[config.mk]
export PLATFORM = sky130hd
export DESIGN_NAME = ctrl_decode_pipe
export DESIGN_NICKNAME = d
export VERILOG_FILES = /design/src/rtl/ctrl_decode_pipe.sv
export SDC_FILE = /design/constraint.sdc
export NUM_CORES = 1
export LEC_CHECK = 0
export ABC_AREA = 1
export BUFFER_PORTS_ARGS = -buffer_cell sky130_fd_sc_hd__buf_2
export CAP_MARGIN = 0
export CORE_UTILIZATION = 39
export DETAILED_ROUTE_END_ITERATION = 6
export SYNTH_ARGS = -nofsm -noshare
export SYNTH_HDL_FRONTEND = slang
export SYNTH_SLANG_ARGS = --single-unit
[constraint.sdc]
create_clock -name clk -period 1.5 [get_ports clk]
set_input_delay 0.15 -clock clk [delete_from_list [all_inputs] [get_ports clk]]
set_output_delay 0.15 -clock clk [all_outputs]
set_load 0.005 [all_outputs]
[src/rtl/ctrl_decode_pipe.sv]
// ID-stage controller: decodes RV32I (+RV32M) into a registered control bundle
// with valid/ready handshake, flush, and a counter that holds DIV/REM issue.
module ctrl_decode_pipe #(
    parameter bit EN_M       = 1'b1,
    parameter int DIV_CYCLES = 32,
    parameter int CNT_W      = 8
) (
    input  logic        clk,
    input  logic        rstn,
    input  logic        in_valid,
    output logic        in_ready,
    input  logic [31:0] inst,
    input  logic        flush,
    output logic        out_valid,
    input  logic        out_ready,
    output logic        rf_re0,
    output logic        rf_re1,
    output logic        rf_we,
    output logic [1:0]  rf_wd_sel,
    output logic [2:0]  imm_type,
    output logic        alu_src1_sel,
    output logic        alu_src2_sel,
    output logic [4:0]  alu_func,
    output logic [2:0]  br_type,
    output logic        jal,
    output logic        jalr,
    output logic        mem_re,
    output logic        mem_we,
    output logic [2:0]  mem_width,
    output logic        ebreak,
    output logic        illegal,
    output logic        md_busy
);

    localparam logic [6:0] OP_LUI    = 7'b0110111;
    localparam logic [6:0] OP_AUIPC  = 7'b0010111;
    localparam logic [6:0] OP_JAL    = 7'b1101111;
    localparam logic [6:0] OP_JALR   = 7'b1100111;
    localparam logic [6:0] OP_BRANCH = 7'b1100011;
    localparam logic [6:0] OP_LOAD   = 7'b0000011;
    localparam logic [6:0] OP_STORE  = 7'b0100011;
    localparam logic [6:0] OP_ARITHI = 7'b0010011;
    localparam logic [6:0] OP_ARITH  = 7'b0110011;
    localparam logic [6:0] OP_SYSTEM = 7'b1110011;
    localparam logic [6:0] OP_FENCE  = 7'b0001111;

    typedef enum logic {IDLE, MD_WAIT} state_t;

    typedef struct packed {
        logic       re0;
        logic       re1;
        logic       we;
        logic [1:0] wdSel;
        logic [2:0] immType;
        logic       src1;
        logic       src2;
        logic [4:0] aluFunc;
        logic [2:0] brType;
        logic       jal;
        logic       jalr;
        logic       memRe;
        logic       memWe;
        logic [2:0] memWidth;
        logic       ebreak;
        logic       illegal;
    } bundle_t;

    logic [6:0] opc;
    logic [2:0] f3;
    logic [6:0] f7;
    logic       bad;
    logic       decIsDiv;
    bundle_t    dec;

    state_t           state_q, state_d;
    logic [CNT_W-1:0] cnt_q, cnt_d;
    logic             valid_q, valid_d;
    bundle_t          bundle_q, bundle_d;

    assign opc = inst[6:0];
    assign f3  = inst[14:12];
    assign f7  = inst[31:25];

    function automatic logic [4:0] baseAlu(input logic [2:0] fn3, input logic arith);
        case (fn3)
            3'b000:  return 5'd0;
            3'b001:  return 5'd9;
            3'b010:  return 5'd2;
            3'b011:  return 5'd3;
            3'b100:  return 5'd4;
            3'b101:  return arith ? 5'd11 : 5'd8;
            3'b110:  return 5'd6;
            default: return 5'd5;
        endcase
    endfunction

    // Format-level decode first; register-zero qualification and illegal
    // squashing are applied afterwards so each opcode arm stays simple.
    always_comb begin
        dec      = '0;
        bad      = 1'b0;
        decIsDiv = 1'b0;
        dec.src2 = (opc != OP_ARITH);
        case (opc)
            OP_LUI: begin
                dec.we = 1'b1; dec.wdSel = 2'd3; dec.immType = 3'd4; dec.aluFunc = 5'd10;
            end
            OP_AUIPC: begin
                dec.we = 1'b1; dec.immType = 3'd4; dec.src1 = 1'b1;
            end
            OP_JAL: begin
                dec.we = 1'b1; dec.wdSel = 2'd1; dec.immType = 3'd5; dec.src1 = 1'b1; dec.jal = 1'b1;
            end
            OP_JALR: begin
                dec.re0 = 1'b1; dec.we = 1'b1; dec.wdSel = 2'd1; dec.immType = 3'd1; dec.jalr = 1'b1;
            end
            OP_BRANCH: begin
                dec.re0 = 1'b1; dec.re1 = 1'b1; dec.immType = 3'd3; dec.src1 = 1'b1;
                case (f3)
                    3'b000:  dec.brType = 3'd6;
                    3'b001:  dec.brType = 3'd1;
                    3'b100:  dec.brType = 3'd2;
                    3'b101:  dec.brType = 3'd3;
                    3'b110:  dec.brType = 3'd4;
                    3'b111:  dec.brType = 3'd5;
                    default: bad = 1'b1;
                endcase
            end
            OP_LOAD: begin
                dec.re0 = 1'b1; dec.we = 1'b1; dec.wdSel = 2'd2; dec.immType = 3'd1;
                dec.memRe = 1'b1; dec.memWidth = f3;
                bad = (f3 == 3'b011) || (f3 == 3'b110) || (f3 == 3'b111);
            end
            OP_STORE: begin
                dec.re0 = 1'b1; dec.re1 = 1'b1; dec.immType = 3'd2;
                dec.memWe = 1'b1; dec.memWidth = f3;
                bad = (f3 > 3'b010);
            end
            OP_ARITHI: begin
                dec.re0 = 1'b1; dec.we = 1'b1; dec.immType = 3'd1;
                dec.aluFunc = baseAlu(f3, inst[30]);
            end
            OP_ARITH: begin
                dec.re0 = 1'b1; dec.re1 = 1'b1; dec.we = 1'b1;
                case (f7)
                    7'b0000000: dec.aluFunc = baseAlu(f3, 1'b0);
                    7'b0100000: begin
                        if (f3 == 3'b000)      dec.aluFunc = 5'd1;
                        else if (f3 == 3'b101) dec.aluFunc = 5'd11;
                        else                   bad = 1'b1;
                    end
                    7'b0000001: begin
                        if (EN_M) begin
                            dec.aluFunc = {2'b10, f3};
                            decIsDiv    = f3[2];
                        end else begin
                            bad = 1'b1;
                        end
                    end
                    default: bad = 1'b1;
                endcase
            end
            OP_SYSTEM: dec.ebreak = 1'b1;
            OP_FENCE:  ;
            default:   bad = 1'b1;
        endcase
        dec.re0     = dec.re0 & (inst[19:15] != 5'd0);
        dec.re1     = dec.re1 & (inst[24:20] != 5'd0);
        dec.we      = dec.we & (inst[11:7] != 5'd0) & ~bad;
        dec.illegal = bad;
        if (bad) begin
            dec.memRe    = 1'b0;
            dec.memWe    = 1'b0;
            dec.memWidth = 3'd0;
            dec.jal      = 1'b0;
            dec.jalr     = 1'b0;
            dec.brType   = 3'd0;
        end
    end

    assign in_ready = (state_q == IDLE) & (~valid_q | out_ready);

    // Flush outranks both acceptance and the end of a divide countdown.
    always_comb begin
        state_d  = state_q;
        cnt_d    = cnt_q;
        valid_d  = valid_q;
        bundle_d = bundle_q;
        if (flush) begin
            state_d  = IDLE;
            cnt_d    = '0;
            valid_d  = 1'b0;
            bundle_d = '0;
        end else begin
            case (state_q)
                IDLE: begin
                    if (in_valid && in_ready) begin
                        bundle_d = dec;
                        if (decIsDiv) begin
                            state_d = MD_WAIT;
                            cnt_d   = CNT_W'(DIV_CYCLES - 1);
                            valid_d = 1'b0;
                        end else begin
                            valid_d = 1'b1;
                        end
                    end else if (out_ready) begin
                        valid_d = 1'b0;
                    end
                end
                MD_WAIT: begin
                    if (cnt_q == '0) begin
                        state_d = IDLE;
                        valid_d = 1'b1;
                    end else begin
                        cnt_d = cnt_q - 1'b1;
                    end
                end
                default: state_d = IDLE;
            endcase
        end
    end

    always_ff @(posedge clk or negedge rstn) begin
        if (!rstn) begin
            state_q  <= IDLE;
            cnt_q    <= '0;
            valid_q  <= 1'b0;
            bundle_q <= '0;
        end else begin
            state_q  <= state_d;
            cnt_q    <= cnt_d;
            valid_q  <= valid_d;
            bundle_q <= bundle_d;
        end
    end

    assign out_valid    = valid_q;
    assign md_busy      = (state_q == MD_WAIT);
    assign rf_re0       = bundle_q.re0;
    assign rf_re1       = bundle_q.re1;
    assign rf_we        = bundle_q.we;
    assign rf_wd_sel    = bundle_q.wdSel;
    assign imm_type     = bundle_q.immType;
    assign alu_src1_sel = bundle_q.src1;
    assign alu_src2_sel = bundle_q.src2;
    assign alu_func     = bundle_q.aluFunc;
    assign br_type      = bundle_q.brType;
    assign jal          = bundle_q.jal;
    assign jalr         = bundle_q.jalr;
    assign mem_re       = bundle_q.memRe;
    assign mem_we       = bundle_q.memWe;
    assign mem_width    = bundle_q.memWidth;
    assign ebreak       = bundle_q.ebreak;
    assign illegal      = bundle_q.illegal;

endmodule

== Yosys cells after proc, flatten, opt, wreduce, memory -nomap -nowiden ==
Cells that the tools add are included.

* Add/subtract/negate cells: 1
* $lt $le $gt $ge: 1
* Eq/ne operators: 27
* Mux-type cells: 48
* Bitwise operators: 9
* Reductions and logical operators: 24

{| class="wikitable"
|+ Operators with widths
! cell !! number
|-
| $mux W27 || 3
|-
| $pmux W4 S7 || 2
|-
| $mux W8 || 4
|-
| $pmux W5 S3 || 2
|-
| $eq A7 B6 Y1 const B || 4
|-
| $eq A7 B7 Y1 const B || 4
|-
| $mux W1 || 23
|-
| $pmux W3 S6 || 1
|-
| $pmux W8 S2 || 1
|-
| $pmux W3 S5 || 1
|-
| $reduce_bool A5 Y1 || 3
|-
| $eq A7 B5 Y1 const B || 2
|-
| $reduce_or A7 Y1 || 2
|-
| $eq A3 B3 Y1 const B || 4
|-
| $reduce_or A6 Y1 || 2
|-
| $mux W10 || 1
|-
| $reduce_or A3 Y1 || 3
|-
| $logic_not A8 Y1 || 1
|-
| $mux W4 || 2
|-
| $reduce_or A2 Y1 || 4
|-
| $sub A8 B1 Y8 const B || 1
|-
| $eq A7 B1 Y1 const B || 1
|-
| $eq A7 B2 Y1 const B || 1
|-
| $eq A7 B4 Y1 const B || 1
|-
| other kinds (23) || 37
|}

* Register bits after elaboration: 37
* Bits of input ports: 37
* Output and inout bits: 30
* Logic and storage cells: 129

== Logic depth before layout (Yosys ltp) ==
* Depth after elaboration: 10
* Gate-level depth with buffers: 11
* Depth with buffers taken out: 11

== Worst setup path after synthesis ==
OpenSTA, ideal clock, no wires.

* Kind: register to register
* From: reg state_q, in the netlist md_busy
* To: reg bundle_q, in the netlist mem_we
* Library setup time: 76 ps
* Arrival: 1,267 ps
* Data required time: 1,424 ps
* Slack: 157 ps
* Cell stages (with the launch flop): 9
* Path buffers: 1
* Cell sequence: dfrtp_1 inv_1 nand2_1 nor2_2 nand2_1 inv_1 buf_2 nand3_1 o21ai_1

* Word-level cells in the longest chain between the ends: 5
* Elaborated cells between the ends (all ways): 6

{| class="wikitable"
|+ RTL lines
! item !! RTL line !! RTL
|-
| start: declaration || 75 || <nowiki>state_t state_q, state_d;</nowiki>
|-
| start signal: assignment || 230 || <nowiki>state_q <= state_d;</nowiki>
|-
| $not A1 Y1 || n/a ||
|-
| $and A1 B1 Y1 || 181 || <nowiki>assign in_ready = (state_q == IDLE) & (~valid_q | out_ready);</nowiki>
|-
| $logic_and A1 B1 Y1 || 197 || <nowiki>if (in_valid && in_ready) begin</nowiki>
|-
| $reduce_bool A2 Y1 (no source line) || n/a ||
|-
| $reduce_and A2 Y1 (no source line) * || n/a ||
|-
| end signal: assignment || 233 || <nowiki>bundle_q <= bundle_d;</nowiki>
|-
| end: declaration || 78 || <nowiki>bundle_t bundle_q, bundle_d;</nowiki>
|}

Every way passes the cells marked *; elsewhere a longest branch is shown, timed or not.
A chain may end at the register's enable or synchronous reset.

== Worst setup path after layout ==
* From: reg valid_q, in the netlist out_valid
* To: reg cnt_q[6]

* Word-level cells in the longest chain between the ends: 6

{| class="wikitable"
|+ RTL lines
! item !! RTL line !! RTL
|-
| start: declaration || 77 || <nowiki>logic valid_q, valid_d;</nowiki>
|-
| start signal: assignment || 232 || <nowiki>valid_q <= valid_d;</nowiki>
|-
| $not A1 Y1 || 181 ||
|-
| $or A1 B1 Y1 || 181 ||
|-
| $and A1 B1 Y1 || 181 ||
|-
| $logic_and A1 B1 Y1 || 197 ||
|-
| $ne A3 B2 Y1 (no source line) || n/a ||
|-
| $reduce_and A3 Y1 (no source line) || n/a ||
|-
| end signal: assignment || 231 || <nowiki>cnt_q <= cnt_d;</nowiki>
|-
| end: declaration || 76 || <nowiki>logic [CNT_W-1:0] cnt_q, cnt_d;</nowiki>
|}

Every way passes these cells.

==> summary.md <==
| Metric | Value |
|---|---|
| Run status | `finished, final reports clean` |
| TritonRoute pass-1 iters | `5` |
| Sw Ratio | `27.7%` |
| Max clock buf depth | `2` |
| Slew margin rel. | `67.2%` |
| Crit path capture | `cnt_q[6]$_DFFE_PN0P_` |
| DRC Markers | `0` |
| Synthesis Warnings | `0` |
| Hold Crit Class | `primary input to flip-flop` |
| Overall power | `2.28 mW` |
| Final period util | `just over 90%` |
| DIE WIDTH | `80.2 um` |
| Clock latency on the worst-skew pair | `approximately 0.30 ns` |
| Reg2Reg Depth | `9` |
| Yosys cell types | `33` |
| Std-Cell Rows | `28` |
| Synth async-reset ratio | `100%` |
| Hold_ws | `around 0.11 ns` |
| Total gr overflow | `0` |
| Max VDD drop | `377 uV` |
| Final worst path period need | `1.39 ns` |
| Placer congestion estimate | `slightly above 0.9` |
| Core area | `0.00592 mm2` |
| Post-Syn Area | `~0.0024 mm2` |
| Comb power frac | `15.9%` |
| Vias | `between 2000 and 2500` |
| CP dominant cell by count | `nand2_1` |
| 1st-iter DRT viols | `around 150` |
| Final WL | `between 6 and 7 mm` |
| Crit end category | `flip-flop` |
| R2R setup slack | `0.11 ns` |
| Crit path from | `out_valid$_DFFE_PN0P_` |
| Commonest non-fill, non-tap cell in the layout | `nand2_1` |
| Clock-pin slew on the worst setup and hold paths | `0.08 ns` |
| Largest net degree at the start of global routing | `38` |
| NetSw | `0.633 mW` |
| Top-level port count | `67` |
| #FFs+latches synth | `37` |
| CTS root buffer | `clkbuf_8` |
| Max-cap violations | `0` |
| Pwr dens | `756 mW/mm2` |
| CTS tree | `built` |
| Worst EP required | `1.69 ns` |
| Total Die Area | `0.00642 mm2` |
| Setup violators final | `0` |
| Number of flops mapped to enable cells by yosys | `0` |
| Initial Util | `40.2%` |
| RR Endpoint | `cnt_q[6]$_DFFE_PN0P_` |
| Pins Over Slew Limit | `0` |
| Cells after Synth | `333` |
| Share of layout cells above drive strength 1 | `29.5%` |
| Setup Skew | `0.00967 ns` |
| Share of power burned in registers | `a little under half` |
| Vias in the first global route | `2204` |
| Antenna viol nets, final | `0` |
| Main synth FF type | `dfrtp_1` |
| Pre-CTS setup slack | `0.000104 ns` |
| Routed vias/inst | `4.98` |
| Most frequent cells in the layout | `108 x nand2_1, 66 x buf_2, 37 x dfrtp_1` |
| Port bufs | `66` |
| Final #Nets | `roughly 450` |
| CP max stage cell | `dfrtp_1` |
| Global-route wire length before repair | `10.3 mm` |
| Crit path DAT | `1.58 ns` |
| Worst slew pin tran | `0.492 ns` |
| Seq/Total Area, Yosys | `around 40%` |
| Reg2reg start | `out_valid$_DFFE_PN0P_` |
| Final setup margin | `0.112 ns` |
| Hold Path Stages | `2` |
| Static Leak | `1.72 nW` |
| Fmax | `720 MHz` |
| Crit Path Category | `flip-flop to flip-flop` |
| Max incr delay on CP | `roughly 0.41 ns` |
| Wire per inst | `13.0 um` |
| Synth-to-layout area growth | `26.7%` |
| Number of diodes | `0` |
| Syn_nets | `372` |
| Hpwl dp | `4.79 mm` |
| Final Hold Fails | `0` |
| Mean Syn Cell Area | `7.15 um2` |
| H-tree Lvls | `2` |
| Crit Path Max Fanout | `8` |
| Final core utilization | `approximately 51%` |
| Die H | `between 80 and 90 um` |
| Initial antenna violation count | `0` |
| Startpoint Class | `flip-flop` |
| Sinks on Clock Net | `37` |
| Cell-internal power | `1.65 mW` |
| Overall Global Routing Usage | `between 20% and 30%` |
| Clock Power Share | `38.9%` |
| Postcts setup bufs | `0` |
| Ordered cell list for the critical path | `nand2_1 -> nand2_1 -> nor2_2 -> buf_4 -> nand4_4 -> nand2_4 -> nand2_4 -> nand2_1 -> o21ai_2` |
| Inserted Clock Buffers | `5` |
power by group through the flow:
stage	Combinational, mW	Sequential (mW)	Clock (mW)
finish	0.363	1.03	0.887
global route	0.413	1.04	0.950
CTS	0.353	1.03	0.901
detailed placement	0.350	1.05	0
global placement	0.347	1.05	0
floorplan	0.201	1.05	0
final cells by class:
type | instances | area (um2)
Tap cell | 75 | 93.8
Fill cell | 611 | 2900
Multi-Input combinational cell | 251 | 1280
Timing Repair Buffer | 82 | 465
Clock inverter | 3 | 46.3
Sequential cell | 37 | 926
Clock buffer | 5 | 68.8
Inverter | 36 | 140
kinds of logic (layout without fill, tap and decap cells):
| logic type | Yosys count | in the layout | synth area share [%] |
|---|---|---|---|
| DFF | 37 | 37 | 38.9 |
| adders and majority gates | 2 | 2 | 1.05 |
| buffers and inverters | 46 | 126 | 8.98 |
| AOI/OAI and AO/OA | 51 | 51 | 13.8 |
| and+or+nand+nor | 197 | 198 | 37.3 |
through the flow:
step                      instances  area (um2)  setup TNS [ns]
after floorplan                 333        2380               0
after global placement          479        2850               0
after detailed placement        479        2850               0
after CTS                       488        2980               0
after global routing            489        3020         -0.0268
final                           489        3020               0
routing by layer:
| metal | vias to the layer above | GRT usage [%] | share of wire (%) |
|---|---|---|---|
| li1 | 1242 | - | - |
| met1 | 1113 | 27.3 | 48 |
| met2 | 70 | 35.1 | 46 |
| met3 | 8 | 4.32 | 4.9 |
| met4 | 0 | 4.46 | 1.1 |
| met5 | - | 0 | 0 |
flip-flops by register name, indices dropped and copies added (netlist names), 2 cells and up:
signal and count:
br_type 3, rf_wd_sel 2, cnt_q 8, alu_func 5, mem_width 3, imm_type 3
worst min path at each step:
stage	startpoint	slack (ns)	to
global placement	rstn	0.23	ebreak$_DFFE_PN0P_
finish	flush	0.11	md_busy$_DFF_PN0_
CTS	flush	0.11	md_busy$_DFF_PN0_
global route	flush	0.10	md_busy$_DFF_PN0_
detailed placement	rstn	0.23	jalr$_DFFE_PN0P_
floorplan	rstn	-0.15	alu_func[0]$_DFFE_PN0P_
synth_stat cells, types with 5 or more instances:
cell type | number | area (um2)
buf_2 | 5 | 25.0
o21ai_0 | 18 | 90.1
o21ai_2 | 8 | 70.1
nand3_1 | 23 | 115
nor2_1 | 37 | 139
nand4_1 | 7 | 43.8
inv_1 | 33 | 124
a21oi_1 | 9 | 45.0
nor3_1 | 5 | 25.0
dfrtp_1 | 37 | 926
nand2_1 | 110 | 413
repair_timing:
item | 4_1_cts | 5_1_grt
resized for setup | 0 | 14
endpoints found under the setup margin | 0 | 21
hold buffers | 1 | 0
hold endpoints to repair | 37 | 0
critical path: cells and delay by family (launching register included):
| family | cells | cell delay, ns |
|---|---|---|
| and+or+nand+nor | 7 | 0.68 |
| DFF | 1 | 0.41 |
| buffers and inverters | 1 | 0.14 |
| AOI/OAI and AO/OA | 1 | 0.06 |
(Power assumes the default switching activity.)
